--- src/rtl/rand_regfile.sv ---
// Register file with a constant-zero register, a per-port LFSR at address 1 and 1-cycle registered reads.
// Define RAND_REGFILE_BYPASS_EN to forward a same-cycle write to a read of the same storage address.

module rand_regfile_port #(
  parameter int              WIDTH = 8,
  parameter int              AW    = 3,
  parameter logic [WIDTH-1:0] TAPS = 8'hB8,
  parameter logic [WIDTH-1:0] SEED = 1
) (
  input  logic             clk,
  input  logic             rst,
  input  logic             rd_en,
  input  logic [AW-1:0]    rd_addr,
  input  logic             seed_ld,
  input  logic [WIDTH-1:0] seed_data,
  input  logic [WIDTH-1:0] stor_q,
  output logic [WIDTH-1:0] rd_data,
  output logic             rd_valid
);
  // An all-zero LFSR never leaves zero, so zero seeds become 1.
  localparam logic [WIDTH-1:0] SEED_NZ = (SEED == '0) ? WIDTH'(1) : SEED;

  logic [WIDTH-1:0] lfsr, lfsr_nxt, seed_nz, rd_mux;
  logic             lfsr_rd;

  always_comb begin
    lfsr_nxt = {lfsr[WIDTH-2:0], ^(lfsr & TAPS)};
    seed_nz  = (seed_data == '0) ? WIDTH'(1) : seed_data;
    lfsr_rd  = rd_en && (rd_addr == AW'(1));
    rd_mux   = stor_q;
    if (rd_addr == AW'(0))      rd_mux = '0;
    else if (rd_addr == AW'(1)) rd_mux = lfsr;
  end

  always_ff @(posedge clk) begin
    if (rst) begin
      lfsr     <= SEED_NZ;
      rd_data  <= '0;
      rd_valid <= 1'b0;
    end else begin
      rd_valid <= rd_en;
      if (rd_en) rd_data <= rd_mux;
      // A seed load wins over an advance; the read above still sees the old value.
      if (seed_ld)      lfsr <= seed_nz;
      else if (lfsr_rd) lfsr <= lfsr_nxt;
    end
  end
endmodule

module rand_regfile #(
  parameter int               WIDTH  = 8,
  parameter int               DEPTH  = 8,
  parameter logic [WIDTH-1:0] TAPS   = 8'hB8,
  parameter logic [WIDTH-1:0] SEED_A = 1,
  parameter logic [WIDTH-1:0] SEED_B = 2,
  localparam int              AW     = $clog2(DEPTH)
) (
  input  logic             clk,
  input  logic             rst,
  input  logic             wr_en,
  input  logic [AW-1:0]    wr_addr,
  input  logic [WIDTH-1:0] wr_data,
  input  logic             rd_en_a,
  input  logic [AW-1:0]    rd_addr_a,
  output logic [WIDTH-1:0] rd_data_a,
  output logic             rd_valid_a,
  input  logic             rd_en_b,
  input  logic [AW-1:0]    rd_addr_b,
  output logic [WIDTH-1:0] rd_data_b,
  output logic             rd_valid_b,
  input  logic             seed_ld,
  input  logic [WIDTH-1:0] seed_data
);
  localparam int NUM_PORTS = 2;
  localparam logic [NUM_PORTS-1:0][WIDTH-1:0] SEEDS = {SEED_B, SEED_A};

  logic [WIDTH-1:0]                  mem [DEPTH];
  logic                              wr_ok;
  logic [NUM_PORTS-1:0]              rd_en, rd_valid;
  logic [NUM_PORTS-1:0][AW-1:0]      rd_addr;
  logic [NUM_PORTS-1:0][WIDTH-1:0]   rd_data, stor_q;

  assign rd_en      = {rd_en_b, rd_en_a};
  assign rd_addr    = {rd_addr_b, rd_addr_a};
  assign rd_data_a  = rd_data[0];
  assign rd_data_b  = rd_data[1];
  assign rd_valid_a = rd_valid[0];
  assign rd_valid_b = rd_valid[1];

  // Addresses 0 and 1 are virtual; writes there are dropped (and never forwarded).
  assign wr_ok = wr_en && (wr_addr > AW'(1));

  always_ff @(posedge clk) begin
    if (rst) begin
      for (int i = 0; i < DEPTH; i++) mem[i] <= '0;
    end else if (wr_ok) begin
      mem[wr_addr] <= wr_data;
    end
  end

  always_comb begin
    for (int p = 0; p < NUM_PORTS; p++) begin
      stor_q[p] = mem[rd_addr[p]];
`ifdef RAND_REGFILE_BYPASS_EN
      if (wr_ok && (wr_addr == rd_addr[p])) stor_q[p] = wr_data;
`endif
    end
  end

  for (genvar p = 0; p < NUM_PORTS; p++) begin : g_port
    rand_regfile_port #(
      .WIDTH (WIDTH),
      .AW    (AW),
      .TAPS  (TAPS),
      .SEED  (SEEDS[p])
    ) u_port (
      .clk       (clk),
      .rst       (rst),
      .rd_en     (rd_en[p]),
      .rd_addr   (rd_addr[p]),
      .seed_ld   (seed_ld),
      .seed_data (seed_data),
      .stor_q    (stor_q[p]),
      .rd_data   (rd_data[p]),
      .rd_valid  (rd_valid[p])
    );
  end
endmodule
--- config.mk ---
export PLATFORM = sky130hd
export DESIGN_NAME = rand_regfile
export DESIGN_NICKNAME = d
export VERILOG_FILES = /design/src/rtl/rand_regfile.sv
export SDC_FILE = /design/constraint.sdc
export NUM_CORES = 1
export LEC_CHECK = 0
export BUFFER_PORTS_ARGS = -buffer_cell sky130_fd_sc_hd__buf_2
export CORE_AREA = 2 2 95 97
export CTS_CLUSTER_DIAMETER = 50
export DETAILED_ROUTE_END_ITERATION = 16
export DIE_AREA = 0 0 97 99
export GPL_TIMING_DRIVEN = 1
export PLACE_DENSITY = 0.71
export SYNTH_ARGS = -nofsm -noshare
export SYNTH_HDL_FRONTEND = slang
export SYNTH_SLANG_ARGS = --single-unit
--- constraint.sdc ---
create_clock -name clk -period 1.75 [get_ports clk]
set_input_delay 0.35 -clock clk [delete_from_list [all_inputs] [get_ports clk]]
set_output_delay 0.35 -clock clk [all_outputs]
set_load 0.01 [all_outputs]
==> reports/results.tsv, run 1 <==
metric	value	unit
status	finished clean	
total setup violations reported at the end of the flow	0	
Final Hold Violating Endpoints	0	
Crit path required time	1990	ps
half-perimeter wire length after placement	7.08	mm
max-cap violation count	0	
Pins Over Slew Limit	0	
cell area after layout	0.00473	sq mm
clock-pin slew reported for the worst setup and hold paths after clock tree synthesis	90	ps
reg2reg path depth	3	
initial antenna violation count	0	
chip height	99	microns
peak per-stage delay on the critical path	570	ps
post-route minimum period	1310	ps
Setup Crit Path Kind	reg -> reg	
Setup TNS	0	ps
number of buffers between clock root and the deepest sink	2	
number of library cell types mapped by synthesis	40	
total nets after synthesis	394	
class of the worst hold path	in -> reg	
share of the clock period used by the worst path after layout	75.1	%
1st-iter DRT viols	158	
GRT Overall Usage	19.5	%
GR Overflow Total	0	
clock tree from TritonCTS	built	
via count of the first global-routing pass	2760	
post-CTS setup repair buffer count	0	
DRT antenna net count	0	
Avg Cell Area, Syn	11.4	sq um
gate count after technology mapping	363	
Slew Limit Headroom	65.9	%
Core Area	0.00855	sq mm
Post-DP Area	0.00450	sq mm
total iterations of the first detailed-routing run	4	
leakage power figure	1.90	nW
setup repair after global routing missed its margin	no	
signal arrival time at the worst endpoint	1550	ps
worst voltage drop across the vdd grid	0.539	mV
overall die area	0.00960	sq mm
nets@finish	447	
post-route total power	4.32	mW
number of logic stages on the critical path including buffering	3	
first-pass GRT wire length	14.4	mm
average detailed-routed wire length per instance	17.2	microns
FF+latch count, synth	82	
routed wire length	9.09	mm
sequential fraction of the synthesis area	51.2	%
TritonCTS Buffers	9	
number of warnings reported in the yosys synthesis log	0	
sinks on the clock net	82	
type of element launching the critical path	flop	
number of I/O port buffers	48	
maximum number of pins on one net before global-route repair	19	
signed area change from the synthesized netlist to the final layout	14.2	%
final RePlAce weighted congestion	0.877	
share of layout cells above drive strength 1	26.1	%
number of antenna diodes	0	
type of element capturing the critical path	flop	
post-cts repair resize count	0	
worst hold path cell count	2	
number of placed I/O pins	49	
via-per-instance ratio	5.44	
power density cells	912	mW/mm^2
achievable clock frequency	0.761	GHz
number of cells in the finished layout apart from fillers	529	
later-pin clock latency in the skew report	350	ps
cell with the largest stage delay on the worst path	mux4_1	
hold buffer count at cts	0	
Starting Density	48.4	%
H-tree levels	3	
root buf cell	clkbuf_8	
netlist area before placement	0.00414	sq mm
Slew @ Worst Pin	510	ps
vias	2877	
biggest fanout along the worst timing path	2	
standard-cell rows	34	
placed cell count	513	
final setup skew	9.16	ps
critical path's top delay family	multiplexers	
cell-by-cell trace of the critical path	mux4_1, nand2_1, a31oi_1	
number of remaining DRC errors	0	
die extent in x	97	microns
buffer and inverter count on the worst path	0	
==> cell usage in the layout, fill, tap and decap left out, types with 2 or more instances in the layout <==
cell,n
and2_1,49
buf_2,48
edfxtp_1,48
dfxtp_1,34
a21oi_1,28
nor2_1,22
nand2_1,19
nor2b_1,19
mux2i_1,17
mux2_2,15
buf_4,15
a211oi_1,9
nor3_1,9
clkbuf_8,9
or2_2,7
mux4_1,7
a31oi_1,7
inv_1,7
a22o_1,7
o221ai_1,7
a21o_1,6
xnor2_1,6
nand2b_1,3
and4bb_2,2
mux4_2,2
inv_6,2
bufinv_16,2
clkinvlp_4,2
==> cell usage after synthesis <==
library cell | instances | share of area (%)
or3b_2 | 1 | 0.21
a31oi_1 | 7 | 1.1
or2_2 | 7 | 1.1
nor2b_1 | 19 | 2.9
or3_1 | 1 | 0.15
clkbuf_1 | 9 | 0.82
clkbuf_8 | 2 | 0.66
mux2i_1 | 17 | 4.1
and2_1 | 49 | 7.4
o221ai_1 | 7 | 1.5
nor3_1 | 9 | 1.1
nor4_1 | 1 | 0.15
and3b_2 | 1 | 0.24
mux2_2 | 15 | 4.1
a21o_1 | 6 | 1.1
a21oi_1 | 28 | 3.4
a41oi_1 | 1 | 0.21
buf_1 | 1 | 0.091
and4bb_2 | 2 | 0.60
nand2b_1 | 3 | 0.45
nand2_1 | 19 | 1.7
a211oi_1 | 9 | 1.6
mux4_2 | 2 | 1.1
nor2_1 | 22 | 2.0
dfxtp_1 | 34 | 16
clkbuf_4 | 1 | 0.18
nand3b_1 | 1 | 0.18
buf_4 | 4 | 0.72
edfxtp_1 | 48 | 35
a22o_1 | 7 | 1.5
mux4_1 | 7 | 4.4
a211oi_2 | 1 | 0.30
buf_2 | 2 | 0.24
inv_1 | 7 | 0.63
o21ba_2 | 1 | 0.24
a221oi_1 | 1 | 0.21
nand4bb_1 | 1 | 0.27
o22ai_1 | 1 | 0.15
xnor2_1 | 6 | 1.3
buf_6 | 3 | 0.82
==> worst register-to-register path: cells and delay by family, from the launching register on <==
kind             cells  cell delay (ps)
multiplexers         1              570
AO/OA/AOI/OAI        1               80
flip-flops           1              430
AND/OR/NAND/NOR      1              120
==> report_power, final <==
part	switching, mW	internal, mW	total, mW
logic	0.286	0.260	0.546
registers	0.0819	2.17	2.25
clock network	0.705	0.815	1.52
total	1.07	3.24	4.32
==> through the flow <==
stage                     worst slack (ps)  hold WS, ps  util (%)
after detailed placement              87.8          472      52.7
after floorplan                       11.8          452         -
final                                  435          352      55.3
after global routing                   282          350      55.3
after CTS                              425          336      55.3
after global placement                 114          476      52.7
==> sequential cells by signal (all words and copies together) (netlist names) <==
signal	count
mem	48
g_port.u_port.lfsr	16
g_port.u_port.rd_valid	2
g_port.u_port.rd_data	16
==> kinds of logic (layout without fill, tap and decap cells) <==
group | count (synthesis) | after routing | synth area share [%]
and+or+nand+nor | 136 | 136 | 18.4
DFF | 82 | 82 | 51.2
AOI/OAI and AO/OA | 69 | 69 | 11.2
muxes | 41 | 41 | 13.7
buffers and inverters | 29 | 87 | 4.17
xor gates and xnor gates | 6 | 6 | 1.27
==> per-layer routing <==
layer  track usage [%]  part of all wire (%)  routed length, microns  up-vias
met5                 0                     0                       0        -
met4              8.56                   3.2                     291        0
met3              3.90                   5.2                     476       19
met2              31.1                    47                    4230       81
met1              26.1                    45                    4090     1348
li1                  -                     -                       -     1429
==> cell type report <==
class | count | area [sq um]
Fill cell | 728 | 3820
Sequential cell | 82 | 2120
Multi-Input combinational cell | 252 | 1850
Timing Repair Buffer | 64 | 373
Tap cell | 108 | 135
Clock buffer | 9 | 124
Clock inverter | 7 | 101
Inverter | 7 | 26.3
==> final timing paths <==
| kind | start | to | slack (ps) |
|---|---|---|---|
| max | mem[4][0] | g_port[1].u_port.rd_data[0] | 440 |
| max reg2reg | mem[4][0] | g_port[1].u_port.rd_data[0] | 440 |
| min reg2reg | g_port[0].u_port.rd_data[1] | g_port[0].u_port.rd_data[1] | 490 |
| min | wr_data[7] | mem[7][7] | 350 |
(Power assumes the default switching activity.)
==> run 2, diff against run 1 <==
--- a/config.mk
+++ b/config.mk
@@ -11,7 +11,7 @@
 export DETAILED_ROUTE_END_ITERATION = 16
 export DIE_AREA = 0 0 97 99
 export GPL_TIMING_DRIVEN = 1
-export PLACE_DENSITY = 0.71
+export PLACE_DENSITY = 0.68
 export SYNTH_ARGS = -nofsm -noshare
 export SYNTH_HDL_FRONTEND = slang
 export SYNTH_SLANG_ARGS = --single-unit
==> constraint.sdc (replaced) <==
create_clock -name clk -period 1.3 [get_ports clk]
set_input_delay 0.26 -clock clk [delete_from_list [all_inputs] [get_ports clk]]
set_output_delay 0.26 -clock clk [all_outputs]
set_load 0.01 [all_outputs]
==> run 2 against run 1 <==
Wire length rose by 9.0%. Cell area rose by 2.4%. Non-clock buffer count rose by 16. Worst setup slack got worse by 410 ps. Clock power rose by 13%. Hold slack got worse by 130 ps. Die area did not move. Count of clock-buffer cells in the layout did not move. Sequential power rose by 35%. First-iteration DRC count fell by 8.9%.
==> reports/results.tsv, run 2 (synthesized netlist as in run 1, its figures left out) <==
metric	value	unit	change
vias	2991		+4.0%
share of the clock period used by the worst path after layout	98.2	%	+23 points
met3 track demand over resource	5.32	%	+1.4 points
area of all sequential standard cells	0.00213	sq mm	+0.24%
nets@finish	463		+3.6%
clock tree from TritonCTS	built		
Pins Over Slew Limit	0		unchanged
power density cells	1150	mW/mm^2	+26%
r2r setup slk	20	ps	-410 ps
met2 usage	35.4	%	+4.2 points
status	finished clean		
sinks on the clock net	82		unchanged
TritonCTS Buffers	9		unchanged
R2R Path End	g_port[0].u_port.rd_data[7]		
Post-DP Area	0.00468	sq mm	+3.9%
startpoint of the lowest-slack register-to-register path	mem[4][7]		
Setup Crit Path Kind	reg -> reg		
root buf cell	clkbuf_8		
number of placed I/O pins	49		unchanged
Final Hold Violating Endpoints	0		unchanged
worst setup path startpoint	mem[4][7]		
top flop regs	mem: 48 flops, g_port.u_port.lfsr: 16 flops, g_port.u_port.rd_data: 16 flops		
signed area change from the synthesized netlist to the final layout	16.9	%	
register containing the most flip-flops in the final layout	mem		
DRT antenna net count	0		unchanged
GRT Overall Usage	21.3	%	+1.7 points
setup repair after global routing missed its margin	yes		
worst voltage drop across the vdd grid	0.725	mV	+34%
initial antenna violation count	0		unchanged
number of antenna diodes	0		unchanged
clock-pin slew reported for the worst setup and hold paths after clock tree synthesis	90	ps	about the same
signal arrival time at the worst endpoint	1530	ps	-20 ps
Crit path required time	1550	ps	-440 ps
Starting Density	48.4	%	unchanged
Slew @ Worst Pin	492	ps	-18.7 ps
maximum number of pins on one net before global-route repair	19		unchanged
placed cell count	529		+3.1%
post-layout utilization of the core	56.6	%	+1.3 points
max FFs per register	48		unchanged
final setup skew	9.64	ps	+0.480 ps
Slew Limit Headroom	67.2	%	+1.2 points
overall die area	0.00960	sq mm	unchanged
H-tree levels	3		unchanged
number of I/O port buffers	48		unchanged
class of the worst hold path	in -> reg		
Filler Cells Inserted	738		+1.4%
number of buffers between clock root and the deepest sink	2		unchanged
Core Area	0.00855	sq mm	unchanged
reg2reg path depth	3		unchanged
routed wire length	9.91	mm	+9.0%
cell area after layout	0.00484	sq mm	+2.4%
first-pass GRT wire length	15.5	mm	+8.2%
GR Overflow Total	0		unchanged
biggest fanout along the worst timing path	2		unchanged
1st-iter DRT viols	144		-8.9%
via-per-instance ratio	5.49		+0.91%
GR Layer Usage met1	26.9	%	+0.77 points
leading cell type in the layout, fill and taps excluded	and2_1		
final RePlAce weighted congestion	0.915		+4.3%
die extent in x	97	microns	unchanged
post-route minimum period	1280	ps	-37.6 ps
leakage power figure	1.95	nW	+2.4%
Critical Path Sink	g_port[0].u_port.rd_data[7]		
most frequent cells in the layout	and2_1 (49), buf_2 (48), edfxtp_1 (48), dfxtp_1 (30), buf_4 (30)		
type of element launching the critical path	flop		
number of remaining DRC errors	0		unchanged
gr busiest metal	met2		
standard-cell rows	34		unchanged
total iterations of the first detailed-routing run	4		unchanged
via count of the first global-routing pass	2934		+6.3%
Setup TNS	0	ps	unchanged
type of element capturing the critical path	flop		
total setup violations reported at the end of the flow	0		unchanged
average detailed-routed wire length per instance	18.2	microns	+5.8%
half-perimeter wire length after placement	7.78	mm	+9.9%
achievable clock frequency	0.783	GHz	+2.9%
number of cells in the finished layout apart from fillers	545		+3.0%
share of layout cells above drive strength 1	32.5	%	+6.4 points
area used by multi-input combinational logic	0.00187	sq mm	+1.1%
max-cap violation count	0		unchanged
chip height	99	microns	unchanged
later-pin clock latency in the skew report	360	ps	about the same
hold slack	218	ps	-134 ps
## run 2: cell types whose count changed in the layout (fill, tap and decap cells not counted), sizes merged
| cell | previous run | this run |
|---|---|---|
| buf | 64 | 80 |
| bufinv | 2 | 0 |
| clkinv | 1 | 2 |
| clkinvlp | 2 | 1 |
| inv | 9 | 11 |
## run 2: worst max-delay path: stages (launching register included)
cell	delay, ps
edfxtp_1	450
mux4_2	510
o22ai_1	140
nor3_1	60
## run 2: worst min-delay path by stage
stage / startpoint / endpoint / slack [ps] / cells past startpoint
2_1_floorplan: seed_data[1] / g_port[0].u_port.lfsr[1] / 440 / 2
3_3_place_gp: g_port[0].u_port.rd_data[6] / g_port[0].u_port.rd_data[6] / 480 / 2
3_5_place_dp: g_port[0].u_port.rd_data[2] / g_port[0].u_port.rd_data[2] / 470 / 2
4_1_cts: seed_data[1] / g_port[0].u_port.lfsr[1] / 220 / 3
5_1_grt: wr_data[0] / mem[7][0] / 250 / 2
6_report: seed_data[1] / g_port[0].u_port.lfsr[1] / 220 / 3
## run 2: routing by layer
| layer | up-vias | part of all wire [%] | wire (microns) |
|---|---|---|---|
| met5 | - | 0 | 0 |
| met1 | 1413 | 44 | 4340 |
| met2 | 101 | 49 | 4830 |
| met3 | 19 | 5.3 | 521 |
| li1 | 1458 | - | - |
| met4 | 0 | 2.2 | 217 |
## run 2: where the power goes
part | switching [mW] | internal, mW
sequential | 0.122 | 2.92
clock | 0.999 | 0.720
combinational | 0.403 | 0.392
total | 1.52 | 4.03
## run 2: timing repair
action,in CTS,in global routing
hold buffers,0,0
endpoints found under the setup margin,3,6
pin swaps,0,1
gates resized for setup,4,6
setup buffers,0,0
## run 2: metrics by stage
stage                     power (mW)  setup WS [ps]
after floorplan                 3.57           -121
after CTS                       5.57           4.15
after global placement          3.87           -167
final                           5.56           23.1
after detailed placement        3.89           -191
after global routing            5.78          -11.0
## run 2: layout make-up
cell class                      count  area share (%)
Tap cell                          108            2.79
Clock inverter                      7            1.16
Sequential cell                    82            43.9
Inverter                            7           0.543
Clock buffer                        9            2.56
Timing Repair Buffer               80            10.4
Multi-Input combinational cell    252            38.6
